<file path="src/rtl/byte_serializer.sv">
// ----------------------------------------------------------------------------
// byte_serializer
// Accepts parallel bytes over a valid/ready handshake, buffers them in a
// DEPTH-entry FIFO and emits each byte one bit per clock, MSB first.
// A left-shifting consumer that inserts at bit 0 holds the original byte
// after eight s_valid cycles.
//
// Parameters
//   DEPTH         FIFO entries (power of two, >= 2)
//   GAP           idle cycles forced between consecutive bytes (0..15)
// Ports
//   i_clk         single clock, all logic on posedge
//   i_rst         synchronous active-high reset
//   i_in_data     byte to serialize
//   i_in_valid    i_in_data valid
//   o_in_ready    FIFO can accept (transfer on valid && ready at posedge)
//   o_s_out       serial bit, MSB first
//   o_s_valid     o_s_out carries a data bit this cycle
//   o_s_last      current bit is the eighth bit of the byte
//   o_busy        FSM not idle
//   o_fifo_count  bytes held in the FIFO (not counting the shift register)
// ----------------------------------------------------------------------------
module byte_serializer #(
  parameter int DEPTH = 4,
  parameter int GAP   = 0
) (
  input  logic                       i_clk,
  input  logic                       i_rst,
  input  logic [7:0]                 i_in_data,
  input  logic                       i_in_valid,
  output logic                       o_in_ready,
  output logic                       o_s_out,
  output logic                       o_s_valid,
  output logic                       o_s_last,
  output logic                       o_busy,
  output logic [$clog2(DEPTH+1)-1:0] o_fifo_count
);

  localparam int CW     = $clog2(DEPTH + 1);
  localparam int PW     = $clog2(DEPTH);
  localparam int GAP_M1 = (GAP > 0) ? (GAP - 1) : 0;
  localparam bit HAS_GAP = (GAP > 0);

  localparam logic [CW-1:0] FULL_CNT = CW'(DEPTH);
  localparam logic [3:0]    GAP_LAST = 4'(GAP_M1);

  localparam logic [1:0] ST_IDLE  = 2'd0;
  localparam logic [1:0] ST_SHIFT = 2'd1;
  localparam logic [1:0] ST_GAP   = 2'd2;

  logic [7:0]    r_mem [DEPTH];
  logic [PW-1:0] r_wr_ptr;
  logic [PW-1:0] r_rd_ptr;
  logic [CW-1:0] r_count;
  logic [1:0]    r_state;
  logic [7:0]    r_shift;
  logic [2:0]    r_bit_cnt;
  logic [3:0]    r_gap_cnt;

  logic          w_push;
  logic          w_pop;
  logic          w_nonempty;
  logic [7:0]    w_head;
  logic [1:0]    w_state_nxt;
  logic [7:0]    w_shift_nxt;
  logic [2:0]    w_bit_cnt_nxt;
  logic [3:0]    w_gap_cnt_nxt;

  // Ready depends only on the registered count (and is held low in reset),
  // so a full FIFO refuses a push even when a pop happens the same cycle.
  assign o_in_ready = ~i_rst & (r_count < FULL_CNT);
  assign w_push     = i_in_valid & o_in_ready;
  assign w_nonempty = (r_count != {CW{1'b0}});
  assign w_head     = r_mem[r_rd_ptr];

  // Output decode from registered state
  assign o_s_valid    = (r_state == ST_SHIFT);
  assign o_s_out      = o_s_valid & r_shift[7];
  assign o_s_last     = o_s_valid & (r_bit_cnt == 3'd7);
  assign o_busy       = (r_state != ST_IDLE);
  assign o_fifo_count = r_count;

  // FIFO storage: data only, no reset needed since count/pointers gate reads
  always_ff @(posedge i_clk) begin
    if (w_push) begin
      r_mem[r_wr_ptr] <= i_in_data;
    end
  end

  // FIFO pointers and occupancy count
  always_ff @(posedge i_clk) begin
    if (i_rst) begin
      r_wr_ptr <= {PW{1'b0}};
      r_rd_ptr <= {PW{1'b0}};
      r_count  <= {CW{1'b0}};
    end else begin
      if (w_push) begin
        r_wr_ptr <= r_wr_ptr + PW'(1);
      end
      if (w_pop) begin
        r_rd_ptr <= r_rd_ptr + PW'(1);
      end
      case ({w_push, w_pop})
        2'b10:   r_count <= r_count + CW'(1);
        2'b01:   r_count <= r_count - CW'(1);
        default: r_count <= r_count;
      endcase
    end
  end

  // Serializer next-state logic
  always_comb begin
    w_state_nxt   = r_state;
    w_shift_nxt   = r_shift;
    w_bit_cnt_nxt = r_bit_cnt;
    w_gap_cnt_nxt = r_gap_cnt;
    w_pop         = 1'b0;
    case (r_state)
      ST_IDLE: begin
        if (w_nonempty) begin
          w_pop         = 1'b1;
          w_shift_nxt   = w_head;
          w_bit_cnt_nxt = 3'd0;
          w_state_nxt   = ST_SHIFT;
        end else begin
          w_state_nxt   = ST_IDLE;
        end
      end
      ST_SHIFT: begin
        w_shift_nxt   = {r_shift[6:0], 1'b0};
        w_bit_cnt_nxt = r_bit_cnt + 3'd1;
        if (r_bit_cnt == 3'd7) begin
          if (HAS_GAP) begin
            w_state_nxt   = ST_GAP;
            w_gap_cnt_nxt = 4'd0;
          end else if (w_nonempty) begin
            // back-to-back: next byte loads on the edge that ends this one
            w_pop         = 1'b1;
            w_shift_nxt   = w_head;
            w_bit_cnt_nxt = 3'd0;
            w_state_nxt   = ST_SHIFT;
          end else begin
            w_state_nxt   = ST_IDLE;
          end
        end else begin
          w_state_nxt = ST_SHIFT;
        end
      end
      ST_GAP: begin
        w_gap_cnt_nxt = r_gap_cnt + 4'd1;
        if (r_gap_cnt == GAP_LAST) begin
          if (w_nonempty) begin
            w_pop         = 1'b1;
            w_shift_nxt   = w_head;
            w_bit_cnt_nxt = 3'd0;
            w_state_nxt   = ST_SHIFT;
          end else begin
            w_state_nxt   = ST_IDLE;
          end
        end else begin
          w_state_nxt = ST_GAP;
        end
      end
      default: begin
        w_state_nxt   = ST_IDLE;
        w_shift_nxt   = 8'd0;
        w_bit_cnt_nxt = 3'd0;
        w_gap_cnt_nxt = 4'd0;
      end
    endcase
  end

  // Serializer state registers
  always_ff @(posedge i_clk) begin
    if (i_rst) begin
      r_state   <= ST_IDLE;
      r_shift   <= 8'd0;
      r_bit_cnt <= 3'd0;
      r_gap_cnt <= 4'd0;
    end else begin
      r_state   <= w_state_nxt;
      r_shift   <= w_shift_nxt;
      r_bit_cnt <= w_bit_cnt_nxt;
      r_gap_cnt <= w_gap_cnt_nxt;
    end
  end

endmodule

</file>
<file path="config.mk">
export PLATFORM = sky130hd
export DESIGN_NAME = byte_serializer
export DESIGN_NICKNAME = d
export VERILOG_FILES = /design/src/rtl/byte_serializer.sv
export SDC_FILE = /design/constraint.sdc
export NUM_CORES = 1
export LEC_CHECK = 0
export CAP_MARGIN = 20
export CORE_MARGIN = 2
export CORE_UTILIZATION = 35
export CTS_CLUSTER_DIAMETER = 80
export DETAILED_ROUTE_END_ITERATION = 12
export GPL_ROUTABILITY_DRIVEN = 0
export PLACE_DENSITY = 0.55
export RECOVER_POWER = 100
export SYNTH_ARGS = -nofsm -noshare
export SYNTH_HDL_FRONTEND = slang
export SYNTH_SLANG_ARGS = --single-unit
</file>
<file path="constraint.sdc">
create_clock -name i_clk -period 3.6 [get_ports i_clk]
set_input_delay 0.72 -clock i_clk [delete_from_list [all_inputs] [get_ports i_clk]]
set_output_delay 0.72 -clock i_clk [all_outputs]
set_load 0.02 [all_outputs]
</file>
* Word-level counts from Yosys, hierarchy flattened
Memories as Yosys holds them, arrays and structs flattened. A register that Yosys moved wholly into a read port is not among the register bits.
Index checks and enable logic that the tools add are counted.
** Storage, ports and cells
- Output and inout bits :: 8
- RAM bits :: 32
- Memories :: 1
- Logic and storage cells :: 56
- Bits of input ports :: 11
- Flip-flop bits (word level) :: 24
** Memory list
- r_mem :: words 4, bits a word 8, rd ports 1, clocked after Yosys merged registers in 1, wr ports 1, RTL line 51 : logic [7:0] r_mem [DEPTH];
** Operators by class
- Reduce and logical (&&, ||, !) cells :: 6
- Add/sub/neg operators :: 6
- Multiplexer cells :: 24
- $lt $le $gt $ge :: 1
- Bitwise operators :: 5
- Eq/ne operators :: 6
** Operator list (count)
- 2-to-1 mux 8 bit :: 4
- case mux 8 bit (3 select lines) :: 1
- 2-to-1 mux 3 bit :: 4
- case mux 3 bit (3 select lines) :: 1
- 2-to-1 mux 2 bit :: 4
- case mux 4 bit (2 select lines) :: 1
- adder 3 x 1 -> 3 bit, second input constant :: 2
- 2-to-1 mux 1 bit :: 6
- case mux 2 bit (3 select lines) :: 1
- case mux 3 bit (2 select lines) :: 1
- adder 2 x 1 -> 2 bit, second input constant :: 2
- adder 4 x 1 -> 4 bit, second input constant :: 1
- bitwise AND 1 bit :: 4
- equality test 2 x 1 -> 1 bit, second input constant :: 2
- equality test 2 bit, second input constant :: 2
- zero test 4 bit :: 1
- nonzero test 2 bit :: 2
- equality test 3 bit, second input constant :: 1
- < comparator 3 bit, second input constant :: 1
- case mux 1 bit (3 select lines) :: 1
- nonzero test 3 bit :: 1
- subtractor 3 x 1 -> 3 bit, second input constant :: 1
- zero test 2 bit :: 1
- inequality test 2 bit, second input constant :: 1
- other kinds (2) :: 2

* Longest topological paths before layout
Gate-level depths: netlist of run 1.
- Depth after elaboration :: 6
- Gate-level depth with buffers :: 12
- Gate-level depth less buffers :: 11

* Worst setup path before layout of run 1
OpenSTA, ideal clock, no wires.
- Path type :: in2reg
- Start :: input i_rst
- End :: register r_count[2] (netlist: o_fifo_count[2])
- Stages :: 10
- Library setup time :: 0.071 ns
- Data required time :: 3.529 ns
- Arrival time :: 2.613 ns
- Buffers on the path :: 1
- Setup slack :: 0.917 ns
- Cell sequence :: clkbuf_1 > nor2_1 > and2_1 > inv_1 > ha_1 > inv_1 > fa_1 > xor2_1 > or3_1 > a21oi_1
** Between the ends
- Cells in the longest elaborated chain, start to end :: 5
- Elaborated cells between the ends (all ways) :: 7
- Classes of those cells :: 2 x eq/ne; 1 x mux; 3 x bitwise; 1 x reduce/logical
** Ends and longest elaborated chain
- from (decl) :: RTL line 28 : input logic i_rst,
- inverter 1 bit * :: RTL line 71 : assign o_in_ready = ~i_rst & (r_count < FULL_CNT);
- bitwise AND 1 bit * :: RTL line 71
- net o_in_ready :: RTL line 31 : output logic o_in_ready,
- bitwise AND 1 bit * :: RTL line 72 : assign w_push = i_in_valid & o_in_ready;
- equality test 2 x 1 -> 1 bit or equality test 2 bit (tied branches) :: RTL line 103 : case ({w_push, w_pop})
- case mux 3 bit (2 select lines) or nonzero test 2 bit (tied branches)
- to (signal assigned) :: RTL line 104 : 2'b10: r_count <= r_count + CW'(1);
- to (signal assigned) :: RTL line 105 : 2'b01: r_count <= r_count - CW'(1);
- to (signal assigned) :: RTL line 106 : default: r_count <= r_count;
- to (decl) :: RTL line 54 : logic [CW-1:0] r_count;
Mark *: on every way through the listed nets, which the timed path passes. The rest lies on a longest branch.
A chain may end at the register's enable or synchronous reset.

* Worst setup path in the final report of run 1
- Start :: input i_rst
- End :: output o_in_ready
** Between the ends
- Cells in the longest elaborated chain, start to end :: 2
** Ends and longest elaborated chain (RTL line)
- inverter 1 bit :: 71
- bitwise AND 1 bit :: 71
- to (decl) :: 31
Every way passes these cells.

==> results summary, run 1 <==
The worst hold path terminates at r_bit_cnt[2]$_SDFFE_PP0P_. The via count of the first global-routing pass came out at 1465. The total length of routed met2 wires is 1960 µm. Setup repair after global routing left no endpoint under its margin. The number of buffers added by the clock tree synthesis step came out at 9. The post-synthesis instance area came out at 0.00255 mm². The clock latency of the later-clocked register in the worst-skew pair is 0.35 ns.

Static timing analysis puts the maximum clock frequency at 0.335 GHz. The cell count after synthesis came out at 193. The slack of the worst reg-to-reg path came out at 0.69 ns.

The count of endpoints failing hold in the final timing report was 0. The tightest min-delay check is of the reg2reg type. The share of cells above drive strength 1 came out at 15.0%.

The die outline area is 0.00799 mm². The startpoint identified for the worst hold timing path is r_bit_cnt[2]$_SDFFE_PP0P_. The total length of routed met3 wires is 157 µm. The violation count after the first detailed-route iteration came out at 29.

The vertical die dimension came out at 89.4 µm. The post-synthesis net count came out at 218. The signal on the critical path passes through dlygate4sd3_1, nor2_1, dlygate4sd3_1. The fraction of synthesized cell area in xor and xnor cells is 1.03%.

Among all stages on the critical path, the largest delay is contributed by dlygate4sd3_1. VDD sags by at most 0.222 mV. Max-cap violations in this run came to 0. In this run the worst path has a maximum fanout of 6.

Yosys mapped a number of flops with a built-in enable equal to 32. TritonCTS built the clock tree. The leakage power total came out at 1.07 nW. The first-pass GRT wire length is 7180 µm. The number of placed instances, taps included is 303.

For this design the total switching power over the nets is 0.675 mW. The count of final max-slew check failures is 0. During synthesis, Yosys emitted a total of 0 warnings. The number of antenna cells inserted is 0. The number of detailed-route iterations in the first pass came out at 4.

The aggregate global-route resource usage came out at 12.5%. The number of setup violations in the final report came out at 0. For the pin with the worst max-slew slack, the measured transition is 0.896 ns. After clock tree synthesis, the clock-pin slew on the worst setup and hold paths is 0.07 ns. Row generation in the floorplan step produced 31 rows. The initial antenna violation count is 0. The share of cell area taken by muxes after synthesis came out at 8.38%. The post-synthesis sequential element count came out at 58. The tightest slew margin relative to the limit came out at 40.3%. Across the routed clock network, the largest skew measured is 0.00517 ns.

The cell that appears most often on the critical path is dlygate4sd3_1. The via density per instance came out at 4.78. The number of levels the H-tree was split into came out at 3.

For this configuration, the core starts out at a cell density of 35.8%. The clock period minus final worst setup slack is 2.99 ns. The most used flip-flop cell after synthesis is edfxtp_1. The worst reg2reg path depth came out at 11. The mean routed wirelength per cell is 13.6 µm. The sum of negative setup slack is 0 ns. The estimated wirelength of the detail-placed design is 2970 µm.

The area of the placeable core came out at 0.00714 mm². Dividing the synthesized area by the synthesized cell count gives 13.2 µm². The total routed wire length on the met1 layer came out at 2100 µm. The run finished with clean final reports.

The combinational fraction of design power is 28.6%. The number of hold buffers added after CTS came out at 0. The non-filler instance count after layout is 319. The complex-gate fraction of the synthesized area is 8.97%. The number of sinks driven by the clock tree is 58. The simple-gate portion of the synthesized area came out at 12.8%. The tree is rooted in a clkbuf_8. The synthesis-to-finish area growth is 17.9%.

The depth of the worst hold-timing path is 2. Summing over every cut layer, the via total after detailed routing is 1524. The maximum count of clock buffers along a single path came out at 2. The post-synthesis async set-or-reset flop share came out at 0%. The horizontal extent of the die is 89.4 µm. The endpoint identified for the worst register-to-register timing path is o_fifo_count[2]$_SDFFE_PP0P_. The share of total power consumed by net switching came out at 32.8%.

The clock network fraction of total power came out at 29.4%. The I/O pin total came out at 19. After clock tree synthesis, the setup repair step added 0 buffers.

The worst setup path is captured at a primary output. The count of cell types in the netlist came out at 41. The internal power component came out at 1.39 mW.

The startpoint identified for the worst register-to-register timing path is r_state[0]$_SDFF_PP0_. STA classifies the critical path startpoint as an input port. The worst setup path is of the in2out kind. The number of buffers added on ports came out at 18. Dividing total power by cell area gives a power density of 685 mW/mm². Data on the critical path is required at its endpoint by 2.88 ns. Of the total synthesized cell area, the portion taken by full adders, half adders and majority gates is 7.16%. The detailed-route wire length came out at 4340 µm. The arrival time at the worst endpoint came out at 2.27 ns. The number of nets in the finished design is 240. The total global routing overflow is 0.

After detailed routing, no signal wire sits above met4. The count of nets left with antenna violations after detail routing is 0. The sequential fraction of the synthesis area is 58.0%.

By area, the combinational part of the netlist is dominated by simple AND/OR/NAND/NOR gates. The post-route fraction of the period consumed by the critical path came out at 83.0%. In this design, the stage delay of the slowest critical-path cell is 0.72 ns.

The sequential cell fraction of total power is 42.0%. The maximum number of pins on one net before global-route repair came out at 20. For this run, design rule violations remaining after detail routing come to 0. Once the clock tree was built, the resizer swapped 0 gates to a different size.
## logic make-up (layout without fill, tap and decap cells)
family	count (synthesis)	count (layout)
AOI/OAI and AO/OA	31	31
xor gates and xnor gates	3	3
adders and majority gates	14	14
buffers and inverters	20	47
DFF	58	58
muxes	11	11
and+or+nand+nor	56	56
## worst max-delay path, delay by kind of cell
| family | cells | cell delay, ns |
|---|---|---|
| AND/OR/NAND/NOR | 1 | 0.24 |
| buffers and inverters | 2 | 1.31 |
## cells in the mapped netlist, types with 5 or more instances
library cell,n,area share [%]
a21oi_1,10,2.0
o21ai_0,5,0.98
nand2_1,10,1.5
mux4_2,8,7.1
nor3b_1,8,2.4
a221o_1,6,2.4
edfxtp_1,32,38
nor2_1,11,1.6
inv_1,12,1.8
dfxtp_1,26,20
ha_1,13,6.4
## metrics by stage
| step | hold slack, ns | power [mW] | util [%] | setup slack, ns | instance area [µm²] |
|---|---|---|---|---|---|
| global placement | 0.443 | 1.49 | 39.5 | 0.699 | 2820 |
| floorplan | 0.436 | 1.35 | - | 0.917 | 2550 |
| detailed placement | 0.452 | 1.49 | 39.5 | 0.707 | 2820 |
| finish | 0.457 | 2.06 | 42.2 | 0.612 | 3010 |
| CTS | 0.460 | 2.11 | 42.3 | 0.771 | 3020 |
| global route | 0.483 | 2.19 | 42.2 | 0.390 | 3010 |
## registers in the layout, indices dropped and copies added (netlist names), named ones only
name,cells
o_fifo_count,3
r_bit_cnt,3
r_gap_cnt,4
r_mem,32
r_rd_ptr,2
r_shift,8
r_state,2
r_wr_ptr,2
## routing by layer
metal,global-route usage [%],vias to the layer above
li1,-,760
met1,16.0,728
met2,17.8,25
met3,5.17,11
met4,7.33,0
met5,0,-
## how the worst max path moves through the flow
stage,end,startpoint,slack [ns],cells past startpoint
2_1_floorplan,o_fifo_count[2]$_SDFFE_PP0P_,i_rst,0.92,10
3_3_place_gp,o_fifo_count[2]$_SDFFE_PP0P_,i_rst,0.70,10
3_5_place_dp,o_fifo_count[2]$_SDFFE_PP0P_,i_rst,0.71,10
4_1_cts,o_in_ready,i_rst,0.77,3
5_1_grt,o_fifo_count[2]$_SDFFE_PP0P_,r_state[0]$_SDFF_PP0_,0.39,11
6_report,o_in_ready,i_rst,0.61,3
## placed cells by master, fill, tap and decap left out, types with 2 or more instances in the layout
cell / n
or3_1: 4
dlygate4sd3_1: 17
a211o_1: 2
nor3_1: 3
nand3_1: 4
mux4_2: 8
mux2_2: 3
inv_1: 12
edfxtp_1: 32
xor2_1: 2
and3_1: 4
clkinvlp_4: 3
nand2_1: 10
nand3b_1: 2
and2_1: 3
nor2b_1: 2
dfxtp_1: 26
nor3b_1: 8
o21ai_0: 5
nor2_1: 11
clkbuf_8: 9
a21oi_1: 10
ha_1: 13
a221o_1: 6
clkinv_4: 2
## cell type report
cell class | count | area (µm²)
fill | 701 | 4130
multi-input combinational | 115 | 973
clock inverter | 7 | 78.8
tap | 99 | 124
timing repair buffer | 19 | 184
sequential | 58 | 1480
inverter | 12 | 45.0
clock buffer | 9 | 124
## power by group through the flow
stage	clock network [mW]	registers [mW]	logic [mW]
2_1_floorplan	0	0.857	0.493
3_3_place_gp	0	0.883	0.605
3_5_place_dp	0	0.884	0.608
4_1_cts	0.624	0.871	0.612
5_1_grt	0.647	0.883	0.657
6_report	0.606	0.866	0.589
No activity file was read; power rests on OpenSTA's default activity.
==> run 2, diff against run 1 <==
Clock period 3.6 ns to 3 ns, I/O delays scaled along.
==> run 2 against run 1 <==
Global-route usage hardly changed. Worst hold slack better by 0.0042 ns. Highest routed layer unchanged. Clock power is 19% higher. First-iteration DRC count is 6.9% lower. Clock skew is 0.0039 ns higher. Register-to-register slack worse by 0.39 ns. Critical path depth is 1 higher. Non-clock buffer count is 2 higher. Die area stayed put. Power is 20% higher.
==> results summary, run 2 (synthesized netlist as in run 1, its figures left out) <==
The initial standard-cell utilization of the core was 35.8% (unchanged). The initial antenna violation count came out at 0 (unchanged). The max-cap violation count is 0 (unchanged). The area of the placeable core came to 0.00714 mm² (unchanged). Most frequent cells in the layout: edfxtp_1, dfxtp_1, dlygate4sd3_1, ha_1, inv_1 (unchanged).

The number of antenna cells inserted came out at 0 (unchanged). The leakage power total came out at 1.07 nW (about the same). The number of remaining DRC errors came out at 0 (unchanged). The final hold slack came out at 0.461 ns (was 0.457 ns). The count of final max-slew check failures came out at 0 (unchanged). The buffer count from post-CTS setup fixing came out at 0 (unchanged). The count of endpoints failing hold in the final timing report is 0 (unchanged).

The estimated wirelength of the detail-placed design is 3000 µm (was 2970 µm). The number of hold buffers added after CTS is 0 (unchanged). The instance area after placement was 0.00283 mm² (was 0.00282 mm²).

The setup skew after layout is 0.00907 ns (was 0.00517 ns). The largest fanout on the critical path came to 5 (was 6). The sum of negative setup slack is 0 ns (unchanged). The vertical die dimension came out at 89.4 µm (unchanged). The tightest slew margin relative to the limit was 41.6% (was 40.3%). The number of gates given a new drive strength after cts came out at 0 (unchanged). The number of levels the H-tree was split into came to 3 (unchanged).

The clock root buffer is clkbuf_8 (unchanged). The number of buffers added by the clock tree synthesis step is 9 (unchanged). The number of rows created at floorplan is 31 (unchanged).

The share of cells above drive strength 1 is 15.8% (was 15.0%). The count of nets left with antenna violations after detail routing came to 0 (unchanged). Counting I/O delays and the setup requirement, the final critical path takes 2.79 ns. The first-pass GRT wire length is 7220 µm (was 7180 µm).

The kind of end point of the critical path is a primary output (unchanged). The horizontal extent of the die is 89.4 µm (unchanged). The maximum vdd ir drop came to 0.324 mV (was 0.222 mV). The launching instance or port of the critical path is i_rst (unchanged). Setup repair after global routing missed its margin: false (unchanged). The startpoint of the most critical register-to-register path is r_state[0]$_SDFF_PP0_ (unchanged). Registers with the highest flip-flop counts: r_mem x32, r_shift x8, r_gap_cnt x4 (unchanged).

The number of setup violations in the final report came out at 0 (unchanged). The number of nets in the finished design came to 242 (was 240). The total via count after detailed routing is 1557 (was 1524). The highest achievable clock rate came out at 0.358 GHz. The top register by number of flip-flops is r_mem (unchanged).

The synthesis-to-finish area growth came out at 18.4% (was 17.9%). The I/O pin total is 19 (unchanged). The overall power consumption came out at 2.48 mW (was 2.06 mW).

The detailed-route wire length came out at 4400 µm (was 4340 µm). The data required time at the worst endpoint came out at 2.40 ns (was 2.88 ns). The clock latency of the later-clocked register in the worst-skew pair was 0.33 ns (was 0.35 ns). The maximum count of clock buffers along a single path is 2 (unchanged). The number of flip-flops under the largest register name is 32 (unchanged).

Status: finished, final reports clean (unchanged). The type of the worst setup path is in2out (unchanged). The via density per instance came to 4.85 (was 4.78). The critical path launch point type is an input port (unchanged). The commonest non-fill, non-tap cell in the layout is edfxtp_1 (unchanged).

The cell area after layout is 0.00302 mm² (was 0.00301 mm²). The maximum number of pins on one net before global-route repair came out at 20 (unchanged). The number of fill cells in the layout is 690 (was 701). The mean routed wirelength per cell is 13.7 µm (was 13.6 µm). The aggregate global-route resource usage came out at 12.6% (was 12.5%).

The class of the tightest hold or removal check is reg2reg (unchanged). The final critical path takes up 93.0% of the cycle. The arrival time at the worst endpoint is 2.19 ns (was 2.27 ns). The via count of the first global-routing pass came to 1436 (was 1465). The die outline area came out at 0.00799 mm² (unchanged). The clock transition time at the flip-flop clock pins of the worst setup and hold paths is 0.07 ns (about the same).

The power per standard cell area was 819 mW/mm² (was 685 mW/mm²). The number of sinks driven by the clock tree came out at 58 (unchanged). The number of buffers added on ports is 18 (unchanged). The number of detailed-route iterations in the first pass came out at 4 (unchanged). The origin of the worst min-delay path was r_bit_cnt[2]$_SDFFE_PP0P_ (unchanged). The slew at the pin with the worst max-slew slack came out at 0.876 ns (was 0.896 ns). The violation count after the first detailed-route iteration was 27 (was 29). The TritonCTS clock tree is yes (unchanged).

The total global routing overflow is 0 (unchanged).
[run 2: path summary, 6_finish.rpt]
check,slack [ns],endpoint,depth (start not counted)
worst max-delay path,0.21,o_in_ready,4
worst min-delay path,0.46,r_bit_cnt[2]$_SDFFE_PP0P_,2
worst max register to register,0.30,o_fifo_count[2]$_SDFFE_PP0P_,12
worst min register to register,0.46,r_bit_cnt[2]$_SDFFE_PP0P_,2
[run 2: stage by stage]
stage | utilization [%] | setup slack [ns] | cells
2_1_floorplan | - | 0.437 | 193
3_3_place_gp | 39.7 | 0.282 | 305
3_5_place_dp | 39.7 | 0.273 | 305
4_1_cts | 42.5 | 0.309 | 321
5_1_grt | 42.4 | 0.0608 | 321
6_report | 42.4 | 0.210 | 321
[run 2: area by class of cell]
class                           count  area, µm²  share of cell area (%)
Clock buffer                        9        124                    4.10
Clock inverter                      7       77.6                    2.57
Inverter                           12       45.0                    1.49
Multi-Input combinational cell    115        978                    32.4
Sequential cell                    58       1480                    49.0
Tap cell                           99        124                    4.10
Timing Repair Buffer               21        193                    6.37
[run 2: report_power, final]
group / internal (mW) / leakage (nW) / total [mW] / switching [mW]
Clock: 0.388 / 0.0885 / 0.722 / 0.334
Sequential: 0.945 / 0.502 / 1.04 / 0.0943
Combinational: 0.333 / 0.484 / 0.715 / 0.383
[run 2: metal layers]
layer / vias to the layer above / GRT usage [%] / share of wire [%]
met5: - / 0 / 0
met4: 0 / 5.29 / 1.3
met3: 5 / 5.36 / 3.8
met2: 27 / 17.8 / 46
met1: 759 / 16.8 / 49
li1: 766 / - / -
[run 2: critical path, stage by stage]
cell and delay, ns:
dlygate4sd3_1 0.58, nor2_1 0.13, clkbuf_1 0.18, dlygate4sd3_1 0.69
==> run 3, diff against run 2 <==
Settings changed: TNS_END_PERCENT set to 20.
==> results of run 3 <==
Final layout, timing and power as in run 2 (identical DEF).
